## src/rtl/tetris_key_pkg.sv

```systemverilog
// Shared scancode constants, decoder state type and key lookup for the
// PS/2 move decoder.
package tetris_key_pkg;

  localparam logic [7:0] SC_EXT     = 8'hE0;
  localparam logic [7:0] SC_BRK     = 8'hF0;
  localparam logic [7:0] SC_X_LEFT  = 8'h6B;
  localparam logic [7:0] SC_X_RIGHT = 8'h74;
  localparam logic [7:0] SC_X_DOWN  = 8'h72;
  localparam logic [7:0] SC_X_RO    = 8'h75;
  localparam logic [7:0] SC_LEFT    = 8'h1C;
  localparam logic [7:0] SC_RIGHT   = 8'h23;
  localparam logic [7:0] SC_DOWN    = 8'h1B;
  localparam logic [7:0] SC_RO      = 8'h1D;

  localparam logic [1:0] LEFT_IDX  = 2'd0;
  localparam logic [1:0] RIGHT_IDX = 2'd1;
  localparam logic [1:0] DOWN_IDX  = 2'd2;
  localparam logic [1:0] RO_IDX    = 2'd3;

  typedef enum logic [1:0] {
    ST_IDLE,
    ST_EXT,
    ST_BRK,
    ST_EXT_BRK
  } dec_state_t;

  typedef struct packed {
    logic       hit;
    logic [1:0] idx;
  } key_t;

  function automatic key_t key_lookup(
    input logic [7:0] code,
    input logic       ext
  );
    key_t k;
    k.hit = 1'b1;
    k.idx = LEFT_IDX;
    if (ext) begin
      case (code)
        SC_X_LEFT:  k.idx = LEFT_IDX;
        SC_X_RIGHT: k.idx = RIGHT_IDX;
        SC_X_DOWN:  k.idx = DOWN_IDX;
        SC_X_RO:    k.idx = RO_IDX;
        default:    k.hit = 1'b0;
      endcase
    end else begin
      case (code)
        SC_LEFT:  k.idx = LEFT_IDX;
        SC_RIGHT: k.idx = RIGHT_IDX;
        SC_DOWN:  k.idx = DOWN_IDX;
        SC_RO:    k.idx = RO_IDX;
        default:  k.hit = 1'b0;
      endcase
    end
    return k;
  endfunction

endpackage

```

## src/rtl/ps2_move_decoder_if.sv

```systemverilog
// Command bundle from the PS/2 move decoder to the move-update logic.
// master drives pulses/held/scan status; slave consumes them.
interface ps2_move_decoder_if;
  logic       left;
  logic       right;
  logic       down;
  logic       ro;
  logic [3:0] held;
  logic [7:0] scan_byte;
  logic       scan_valid;
  logic       frame_err;

  modport master (
    output left, right, down, ro,
    output held, scan_byte, scan_valid, frame_err
  );

  modport slave (
    input left, right, down, ro,
    input held, scan_byte, scan_valid, frame_err
  );
endinterface

```

## src/rtl/ps2_rx_frame.sv

```systemverilog
// PS/2 frame receiver: sync, clock filter, bit counter, parity/stop check.
// Ports: clk, rst_n, ps2_clk, ps2_data in; data, valid, err out.
// Optional stall timeout under `FRAME_TIMEOUT_EN.
module ps2_rx_frame #(
  parameter int FILTER_LEN     = 4,
  parameter int TIMEOUT_CYCLES = 50000
) (
  input  logic       clk,
  input  logic       rst_n,
  input  logic       ps2_clk,
  input  logic       ps2_data,
  output logic [7:0] data,
  output logic       valid,
  output logic       err
);

  localparam int FW = $clog2(FILTER_LEN + 1);

  logic          ck_s1, ck_s2;
  logic          dt_s1, dt_s2;
  logic          filt;
  logic [FW-1:0] fcnt;
  logic          fall;
  logic [3:0]    bitcnt;
  logic [9:0]    sh;
  logic          ok;
  logic          tout;

  always_ff @(posedge clk or negedge rst_n) begin
    if (!rst_n) begin
      ck_s1 <= 1'b1;
      ck_s2 <= 1'b1;
      dt_s1 <= 1'b1;
      dt_s2 <= 1'b1;
    end else begin
      ck_s1 <= ps2_clk;
      ck_s2 <= ck_s1;
      dt_s1 <= ps2_data;
      dt_s2 <= dt_s1;
    end
  end

  // fcnt counts consecutive samples that disagree with filt
  always_ff @(posedge clk or negedge rst_n) begin
    if (!rst_n) begin
      filt <= 1'b1;
      fcnt <= '0;
    end else if (ck_s2 == filt) begin
      fcnt <= '0;
    end else if (fcnt == FW'(FILTER_LEN - 1)) begin
      filt <= ck_s2;
      fcnt <= '0;
    end else begin
      fcnt <= fcnt + 1'b1;
    end
  end

  assign fall = filt & ~ck_s2 &
                (fcnt == FW'(FILTER_LEN - 1));

  // sh[0]=start, sh[8:1]=d0..d7, sh[9]=parity
  assign ok = ~sh[0] & (^sh[9:1]) & dt_s2;

  always_ff @(posedge clk or negedge rst_n) begin
    if (!rst_n) begin
      bitcnt <= '0;
      sh     <= '0;
      data   <= '0;
      valid  <= 1'b0;
      err    <= 1'b0;
    end else begin
      valid <= 1'b0;
      err   <= 1'b0;
      if (fall) begin
        if (bitcnt == 4'd10) begin
          bitcnt <= '0;
          if (ok) begin
            data  <= sh[8:1];
            valid <= 1'b1;
          end else begin
            err <= 1'b1;
          end
        end else begin
          sh     <= {dt_s2, sh[9:1]};
          bitcnt <= bitcnt + 4'd1;
        end
      end else if (tout) begin
        bitcnt <= '0;
        err    <= 1'b1;
      end
    end
  end

`ifdef FRAME_TIMEOUT_EN
  localparam int TW = $clog2(TIMEOUT_CYCLES + 1);

  logic [TW-1:0] tcnt;

  assign tout = (bitcnt != 4'd0) & ~fall &
                (tcnt == TW'(TIMEOUT_CYCLES - 1));

  always_ff @(posedge clk or negedge rst_n) begin
    if (!rst_n) begin
      tcnt <= '0;
    end else if (fall || bitcnt == 4'd0 || tout) begin
      tcnt <= '0;
    end else begin
      tcnt <= tcnt + 1'b1;
    end
  end
`else
  logic unused_timeout;

  assign unused_timeout = ^TIMEOUT_CYCLES;
  assign tout = 1'b0;
`endif

endmodule

```

## src/rtl/ps2_move_decoder.sv

```systemverilog
// PS/2 set-2 scancode to Tetris move pulses (left/right/down/ro) + held.
// Ports: clk, rst_n, ps2_clk, ps2_data; mv (master) carries all outputs.
// Optional frame stall timeout: define FRAME_TIMEOUT_EN.
module ps2_move_decoder
  import tetris_key_pkg::*;
#(
  parameter int FILTER_LEN     = 4,
  parameter int TIMEOUT_CYCLES = 50000
) (
  input  logic                 clk,
  input  logic                 rst_n,
  input  logic                 ps2_clk,
  input  logic                 ps2_data,
  ps2_move_decoder_if.master   mv
);

  logic [7:0] data;
  logic       valid;
  logic       err;
  dec_state_t st;
  logic [3:0] held;
  logic [3:0] pls;
  key_t       k_n;
  key_t       k_x;

  ps2_rx_frame #(
    .FILTER_LEN     (FILTER_LEN),
    .TIMEOUT_CYCLES (TIMEOUT_CYCLES)
  ) u_rx (
    .clk      (clk),
    .rst_n    (rst_n),
    .ps2_clk  (ps2_clk),
    .ps2_data (ps2_data),
    .data     (data),
    .valid    (valid),
    .err      (err)
  );

  assign k_n = key_lookup(data, 1'b0);
  assign k_x = key_lookup(data, 1'b1);

  // held suppresses typematic repeats until the break code arrives
  always_ff @(posedge clk or negedge rst_n) begin
    if (!rst_n) begin
      st   <= ST_IDLE;
      held <= '0;
      pls  <= '0;
    end else begin
      pls <= '0;
      if (err) begin
        st <= ST_IDLE;
      end else if (valid) begin
        unique case (st)
          ST_IDLE: begin
            unique case (1'b1)
              (data == SC_EXT): st <= ST_EXT;
              (data == SC_BRK): st <= ST_BRK;
              default: begin
                if (k_n.hit && !held[k_n.idx]) begin
                  held[k_n.idx] <= 1'b1;
                  pls[k_n.idx]  <= 1'b1;
                end
              end
            endcase
          end
          ST_EXT: begin
            if (data == SC_BRK) begin
              st <= ST_EXT_BRK;
            end else begin
              st <= ST_IDLE;
              if (k_x.hit && !held[k_x.idx]) begin
                held[k_x.idx] <= 1'b1;
                pls[k_x.idx]  <= 1'b1;
              end
            end
          end
          ST_BRK: begin
            st <= ST_IDLE;
            if (k_n.hit) held[k_n.idx] <= 1'b0;
          end
          ST_EXT_BRK: begin
            st <= ST_IDLE;
            if (k_x.hit) held[k_x.idx] <= 1'b0;
          end
          default: st <= ST_IDLE;
        endcase
      end
    end
  end

  assign mv.left       = pls[LEFT_IDX];
  assign mv.right      = pls[RIGHT_IDX];
  assign mv.down       = pls[DOWN_IDX];
  assign mv.ro         = pls[RO_IDX];
  assign mv.held       = held;
  assign mv.scan_byte  = data;
  assign mv.scan_valid = valid;
  assign mv.frame_err  = err;

endmodule

```

## src/flat_wrapper.sv

```systemverilog
// flat-port wrapper written by rule: the top's interface ports become plain ports
module ps2_move_decoder_flat import tetris_key_pkg::*;
#(
  parameter int FILTER_LEN     = 4,
  parameter int TIMEOUT_CYCLES = 50000
)
  (clk, rst_n, ps2_clk, ps2_data, mv_left, mv_right, mv_down, mv_ro, mv_held, mv_scan_byte, mv_scan_valid, mv_frame_err);
  ps2_move_decoder_if mv_i ();
  input  logic clk;
  input  logic rst_n;
  input  logic ps2_clk;
  input  logic ps2_data;
  output wire logic [$bits(mv_i.left)-1:0] mv_left;
  output wire logic [$bits(mv_i.right)-1:0] mv_right;
  output wire logic [$bits(mv_i.down)-1:0] mv_down;
  output wire logic [$bits(mv_i.ro)-1:0] mv_ro;
  output wire logic [$bits(mv_i.held)-1:0] mv_held;
  output wire logic [$bits(mv_i.scan_byte)-1:0] mv_scan_byte;
  output wire logic [$bits(mv_i.scan_valid)-1:0] mv_scan_valid;
  output wire logic [$bits(mv_i.frame_err)-1:0] mv_frame_err;
  assign mv_left = mv_i.left;
  assign mv_right = mv_i.right;
  assign mv_down = mv_i.down;
  assign mv_ro = mv_i.ro;
  assign mv_held = mv_i.held;
  assign mv_scan_byte = mv_i.scan_byte;
  assign mv_scan_valid = mv_i.scan_valid;
  assign mv_frame_err = mv_i.frame_err;
  ps2_move_decoder #(.FILTER_LEN(FILTER_LEN), .TIMEOUT_CYCLES(TIMEOUT_CYCLES)) u_core (.clk(clk), .rst_n(rst_n), .ps2_clk(ps2_clk), .ps2_data(ps2_data), .mv(mv_i));
endmodule
```

## config.mk

```make
export PLATFORM = sky130hd
export DESIGN_NAME = ps2_move_decoder_flat
export DESIGN_NICKNAME = d
export VERILOG_FILES = /design/src/rtl/tetris_key_pkg.sv /design/src/rtl/ps2_move_decoder_if.sv /design/src/rtl/ps2_rx_frame.sv /design/src/rtl/ps2_move_decoder.sv /design/src/flat_wrapper.sv
export SDC_FILE = /design/constraint.sdc
export NUM_CORES = 1
export LEC_CHECK = 0
export ABC_AREA = 1
export CORE_UTILIZATION = 57
export CTS_CLUSTER_SIZE = 16
export DETAILED_ROUTE_END_ITERATION = 8
export PLACE_DENSITY = 0.9
export SYNTH_ARGS = -nofsm -noshare
export SYNTH_HDL_FRONTEND = slang
export SYNTH_SLANG_ARGS = --single-unit
export TNS_END_PERCENT = 1
```

## constraint.sdc

```tcl
create_clock -name clk -period 1.85 [get_ports clk]
set_clock_uncertainty 0.1 [all_clocks]
set_input_delay 0.2775 -clock clk [delete_from_list [all_inputs] [get_ports clk]]
set_output_delay 0.2775 -clock clk [all_outputs]
set_load 0.01 [all_outputs]
```

==> results of run 1 <==
## power by group through the flow
stage | combinational (mW) | clock [mW] | sequential (mW)
2_1_floorplan | 0.145 | 0 | 1.03
3_3_place_gp | 0.208 | 0 | 1.04
3_5_place_dp | 0.218 | 0 | 1.04
4_1_cts | 0.223 | 0.750 | 1.02
5_1_grt | 0.261 | 0.782 | 1.03
6_report | 0.226 | 0.746 | 1.02
## per-stage QoR
step	setup slack (ns)	std cells	setup TNS, ns
floorplan	0.191	328	0
global placement	0.109	400	0
detailed placement	0.0433	400	0
CTS	0.00765	409	0
global route	-0.0653	419	-0.246
finish	0.0274	419	0
## critical path, cell delays in order (launching register included)
cell and delay [ns]:
dfrtp_2 0.48, inv_2 0.11, nor2_1 0.05, nand2_1 0.10, nand2_1 0.10, nand2_4 0.12, inv_1 0.05, nand2_1 0.10
nand3_4 0.11, nand2_2 0.10, nand3_4 0.11, nand2_1 0.11, nand2_1 0.06
## final timing paths
check	from	endpoint	slack [ns]	depth (start not counted)
min in group asynchronous	rst_n	u_core.mv.held[2]	0.35	2
max	u_core.u_rx.data[1]	u_core.mv.held[3]	0.03	12
min	u_core.u_rx.dt_s1	u_core.u_rx.dt_s2	0.26	0
min reg2reg	u_core.u_rx.dt_s1	u_core.u_rx.dt_s2	0.26	0
max reg2reg	u_core.u_rx.data[1]	u_core.mv.held[3]	0.03	12
max in group asynchronous	rst_n	u_core.u_rx.dt_s1	0.75	3
## cell usage after synthesis, types with 2 or more instances
master,number
nor3_1,2
inv_2,2
o21ai_0,11
o2111ai_1,2
nand2_1,120
clkbuf_1,4
nor2_1,33
dfrtp_1,37
or2_1,2
nand4_1,15
nand3_1,22
nand3_2,2
inv_1,39
dfstp_2,5
a21oi_1,4
ha_1,2
a21oi_2,2
nand2_2,4
nand3b_1,2
nor2_2,3
xnor2_1,5
## flip-flops by register name, indices dropped and copies added, names as in the netlist, 2 cells and up
| signal | cells |
|---|---|
| u_core.u_rx.data | 8 |
| u_core.u_rx.fcnt | 3 |
| u_core.mv.held | 4 |
| u_core.u_rx.bitcnt | 4 |
| u_core.pls | 4 |
| u_core.st | 2 |
| u_core.u_rx.sh | 10 |
## routing by layer
metal | share of wire | vias up
met5 | 0 | -
met4 | 0.032 | 0
met3 | 0.091 | 27
met2 | 0.47 | 143
met1 | 0.41 | 1130
li1 | - | 1121
## cell families (layout without fill, tap and decap cells)
group | count (synthesis) | count (layout) | synth area share
AND/OR/NAND/NOR | 209 | 209 | 0.388
buffers and inverters | 47 | 88 | 0.0776
flip-flops | 42 | 42 | 0.443
AO/OA/AOI/OAI | 22 | 22 | 0.0587
XOR/XNOR | 6 | 6 | 0.0220
adder cells (fa/ha/maj) | 2 | 2 | 0.0105
## area by class of cell
class | instances | area share
clock buffers | 5 | 0.0231
clock inverters | 3 | 0.0147
inverters | 41 | 0.0517
multi-input cells | 239 | 0.412
flip-flops and latches | 42 | 0.358
well taps | 50 | 0.0210
repair buffers | 39 | 0.119
## repair_timing
item	4_1_cts	5_1_grt
pin swaps	0	3
buffers inserted	0	10
endpoints found under the hold margin	16	0
hold buffers	1	0
setup endpoints to repair	6	13
resized for setup	1	28
==> results.py, run 1 <==
metrics = {
    "synth": {
        "async_flop_share": 1.00,
        "ys_seq_elements": 42,
        "synthDominantCellAreaShare": 0.388,
        "synth_largest_area_cell": "dfrtp_1",
        "yosysWarnings": 0,
        "syn_area_um2": 2390,
        "synth_cell_type_count": 31,
        "postSynthCellCount": 328,
        "synthTopCellsByArea": "dfrtp_1, nand2_1, inv_1",
        "syn-num-nets": 334,
        "synth_ff_type": "dfrtp_1",
        "ys_seq_area_frac": 0.443,
        "avgSynthCellArea_um2": 7.27,
        "synth_edf_count": 0,
    },
    "power": {
        "switchingPower_mw": 0.520,
        "p_total_mw": 2.00,
        "internal_power_mw": 1.48,
        "sw_frac_of_total": 0.260,
        "comb_power_share": 0.113,
        "p_clk_frac": 0.374,
        "p_leak_nw": 1.50,
        "seq_power_share": 0.513,
        "ir_worst_vdd_mv": 0.520,
        "power_density_nw_per_um2": 671,
    },
    "detailed_routing": {
        "drt-initial-drc-count": 185,
        "postRouteAntennaNets": 0,
        "vias_per_cell": 5.78,
        "drc_errors": 0,
        "routed_wl_um": 6250,
        "firstDrtPassIters": 5,
        "wire_per_inst_um": 14.9,
        "vias": 2421,
    },
    "global_route": {
        "top_usage_layer": "met2",
        "gr-usage-met1": 0.390,
        "grt_usage": 0.285,
        "grt_pass1_wl_um": 9550,
        "met3_usage": 0.0479,
        "globalRoute.totalOverflow": 0,
        "antenna_found_initial": 0,
        "grt_use_met2": 0.448,
        "grt_pass1_vias": 2116,
        "grt_max_degree": 27,
    },
    "sta": {
        "final.period_utilization": 0.985,
        "fmax_ghz": 0.549,
        "slew-limit-headroom": 0.645,
        "finalMaxSlewViolations": 0,
        "tightest_slew_ns": 0.530,
        "hold_violations": 0,
        "post-route-min-period_ns": 1.82,
        "whs_ns": 0.259,
        "rsz0062_at_grt": "yes",
        "finalSetupViolCount": 0,
    },
    "cts": {
        "cts_buffer_depth": 2,
        "cts_buffers": 5,
        "cts.sinks": 42,
        "root_buffer": "clkbuf_8",
        "cts.htree.levels": 2,
        "cts_tree": "done",
        "path_clk_slew_ns": 0.09,
        "worstSkewPairLatency_ns": 0.30,
    },
    "final_layout": {
        "final_cell_mix": "nand2_1, inv_1, dfrtp_1",
        "diodes": 0,
        "nets": 374,
        "drive_above_1_share": 0.198,
        "regArea_um2": 1060,
        "utilization": 0.744,
        "final_common_cell": "nand2_1",
        "fillers": 290,
        "multi_input_area_um2": 1230,
        "area_delta_synth_final_pct": 24.6,
        "final_area_um2": 2970,
    },
    "floorplan": {
        "row_count": 23,
        "die_area_um2": 4450,
        "die_y_um": 66.7,
        "die_w_um": 66.7,
        "num_io_pins": 22,
        "start_util": 0.596,
        "core_um2": 4000,
    },
    "flow_run": {
        "maxCapViolCount": 0,
    },
    "placement": {
        "placed_area_um2": 2690,
        "port-buffer-count": 21,
        "hpwl_um": 3990,
        "routabilityCongestion": 0.978,
    },
    "worst_setup_path": {
        "path_class": "reg -> reg",
        "cp-start-kind": "flop",
        "worstPathArrival_ns": 1.91,
        "crit_path_end_kind": "flop",
        "critPathMaxFanout": 8,
        "crit_required_ns": 1.94,
    },
    "run_status": {
        "status": "finished clean",
    },
    "worst_hold_path": {
        "hp-class": "reg -> reg",
    },
}
No activity file was read; power rests on OpenSTA's default activity.
==> run 2: changes to the inputs <==
--- a/config.mk
+++ b/config.mk
@@ -6,10 +6,10 @@
 export NUM_CORES = 1
 export LEC_CHECK = 0
 export ABC_AREA = 1
-export CORE_UTILIZATION = 57
+export CORE_UTILIZATION = 50
 export CTS_CLUSTER_SIZE = 16
 export DETAILED_ROUTE_END_ITERATION = 8
-export PLACE_DENSITY = 0.9
+export PLACE_DENSITY = 0.82
 export SYNTH_ARGS = -nofsm -noshare
 export SYNTH_HDL_FRONTEND = slang
 export SYNTH_SLANG_ARGS = --single-unit
==> run 2 against run 1 <==
  * The flow now finishes with violations (DRC)
  * Power decreased by 1.3%
  * Highest routed layer unchanged
  * Critical path depth fell by 10
  * Via count down 11%
  * Clock power fell by 2%
  * Maximum frequency grew 4.3%
  * Register-to-register slack gained 0.11 ns
  * Largest power group unchanged
  * Cell area shrank 1.2%
  * Sequential share of layout area up 0.53 points
==> results.py, run 2 (synthesis results as in run 1) <==
metrics = {
    "worst_setup_path": {
        "timing.rr.start": "u_core.u_rx.sh[5]",
        "r2r_slack_ns": 0.14,
        "path_class": "reg -> out",
        "critPathCapture": "mv_scan_byte[4]",
        "cp-start-kind": "flop",
        "r2r-end": "u_core.u_rx.data[4]",
        "ff2ff_path_depth": 10,
        "crit_required_ns": 1.47,
        "worstPathArrival_ns": 1.37,
        "crit_path_start": "u_core.u_rx.data[4]",
        "critPathMaxFanout": 7,
        "crit_path_end_kind": "output pin",
    },
    "detailed_routing": {
        "vias_per_cell": 5.14,
        "postRouteAntennaNets": 0,
        "drt-initial-drc-count": 141,
        "firstDrtPassIters": 8,
        "drc_errors": 2,
        "routed_wl_um": 4970,
        "vias": 2152,
        "wire_per_inst_um": 11.9,
    },
    "floorplan": {
        "core_um2": 4470,
        "row_count": 24,
        "num_io_pins": 22,
        "die_w_um": 71.1,
        "start_util": 0.533,
        "die_area_um2": 5050,
        "die_y_um": 71.1,
    },
    "global_route": {
        "globalRoute.totalOverflow": 0,
        "grt_pass1_wl_um": 8450,
        "antenna_found_initial": 0,
        "grt_pass1_vias": 2051,
        "grt_usage": 0.212,
        "grt_max_degree": 28,
    },
    "final_layout": {
        "regMostFlops": "u_core.u_rx.sh",
        "drive_above_1_share": 0.185,
        "diodes": 0,
        "final_cell_mix": "nand2_1, inv_1, dfrtp_1",
        "instances_no_fill": 419,
        "nets": 372,
        "final_common_cell": "nand2_1",
        "area_delta_synth_final_pct": 23.1,
        "top_regs": "u_core.u_rx.sh (10), u_core.u_rx.data (8)",
        "largest_reg_flops": 10,
        "fillers": 388,
    },
    "cts": {
        "cts.sinks": 42,
        "worstSkewPairLatency_ns": 0.28,
        "cts.htree.levels": 2,
        "path_clk_slew_ns": 0.08,
        "cts_buffers": 5,
        "root_buffer": "clkbuf_8",
        "cts_tree": "done",
        "cts_buffer_depth": 2,
    },
    "placement": {
        "port-buffer-count": 21,
        "pre_cts_ws_ns": 0.0507,
        "hpwl_um": 3760,
        "dp.cells": 404,
        "routabilityCongestion": 0.933,
    },
    "sta": {
        "post-route-min-period_ns": 1.75,
        "finalSetupViolCount": 0,
        "fin_tns_setup_ns": 0,
        "rsz0062_at_grt": "no",
        "fmax_ghz": 0.572,
        "final.period_utilization": 0.944,
        "fin_ws_ns": 0.103,
        "finalMaxSlewViolations": 0,
        "slew-limit-headroom": 0.607,
        "tightest_slew_ns": 0.590,
        "hold_violations": 0,
    },
    "power": {
        "ir_worst_vdd_mv": 0.446,
        "p_total_mw": 1.97,
        "power_density_nw_per_um2": 671,
        "p_leak_nw": 1.47,
    },
    "run_status": {
        "status": "complete, but fails checks",
        "violations": "DRC",
    },
    "flow_run": {
        "maxCapViolCount": 0,
    },
    "worst_hold_path": {
        "hp-class": "reg -> reg",
    },
}
==> run 2: cell count changes in the layout (fill, tap and decap cells not counted), sizes merged <==
cell	before	now
buf	18	16
clkbuf	5	7
clkinv	1	0
inv	42	41
==> run 2: through the flow <==
step           hold slack, ns  utilization  instance area (um2)
2_1_floorplan          -0.118            -                 2390
3_3_place_gp            0.219        0.602                 2690
3_5_place_dp            0.218        0.602                 2690
4_1_cts                 0.261        0.630                 2820
5_1_grt                 0.263        0.657                 2940
6_report                0.259        0.657                 2940
==> run 2: power breakdown <==
part	leakage, nW	internal [mW]	switching (mW)
sequential	0.554	0.984	0.0381
combinational	0.856	0.0888	0.131
clock	0.0585	0.440	0.288
==> run 2: layout make-up <==
cell class                      instances  area [um2]  area share
Multi-Input combinational cell        239        1210       0.411
Sequential cell                        42        1070       0.363
Timing Repair Buffer                   37         328       0.112
Inverter                               41         154      0.0524
Clock buffer                            7        86.3      0.0294
Tap cell                               52        65.1      0.0221
Clock inverter                          1        30.0      0.0102
==> run 2: worst min path at each step <==
stage,from,end,slack (ns),cells after the start
2_1_floorplan,rst_n,u_core.mv.held[0],-0.12,0
3_3_place_gp,rst_n,u_core.u_rx.fcnt[0],0.22,1
3_5_place_dp,rst_n,u_core.u_rx.fcnt[2],0.22,1
4_1_cts,u_core.u_rx.ck_s1,u_core.u_rx.ck_s2,0.26,0
5_1_grt,u_core.u_rx.ck_s1,u_core.u_rx.ck_s2,0.26,0
6_report,u_core.u_rx.ck_s1,u_core.u_rx.ck_s2,0.26,0
==> run 2: what timing repair did <==
action                                  CTS  global route
endpoints found under the setup margin    0             9
gates resized for setup                   0            28
hold buffers                              1             0
hold endpoints to repair                 20             0
setup buffers                             0             6
==> run 2: routing by layer <==
layer | wire (um) | vias to the layer above | part of all wire | GRT usage
met3 | 162 | 14 | 0.033 | 0.0513
met1 | 2150 | 989 | 0.43 | 0.231
met2 | 2530 | 36 | 0.51 | 0.395
met4 | 132 | 0 | 0.027 | 0.0800
met5 | 0 | - | 0 | 0
li1 | - | 1113 | - | -
==> run 2: critical path, stage by stage, from the launching register on <==
cell             delay (ns)
dfrtp_2                0.42
buf_4                  0.13
clkdlybuf4s50_1        0.53
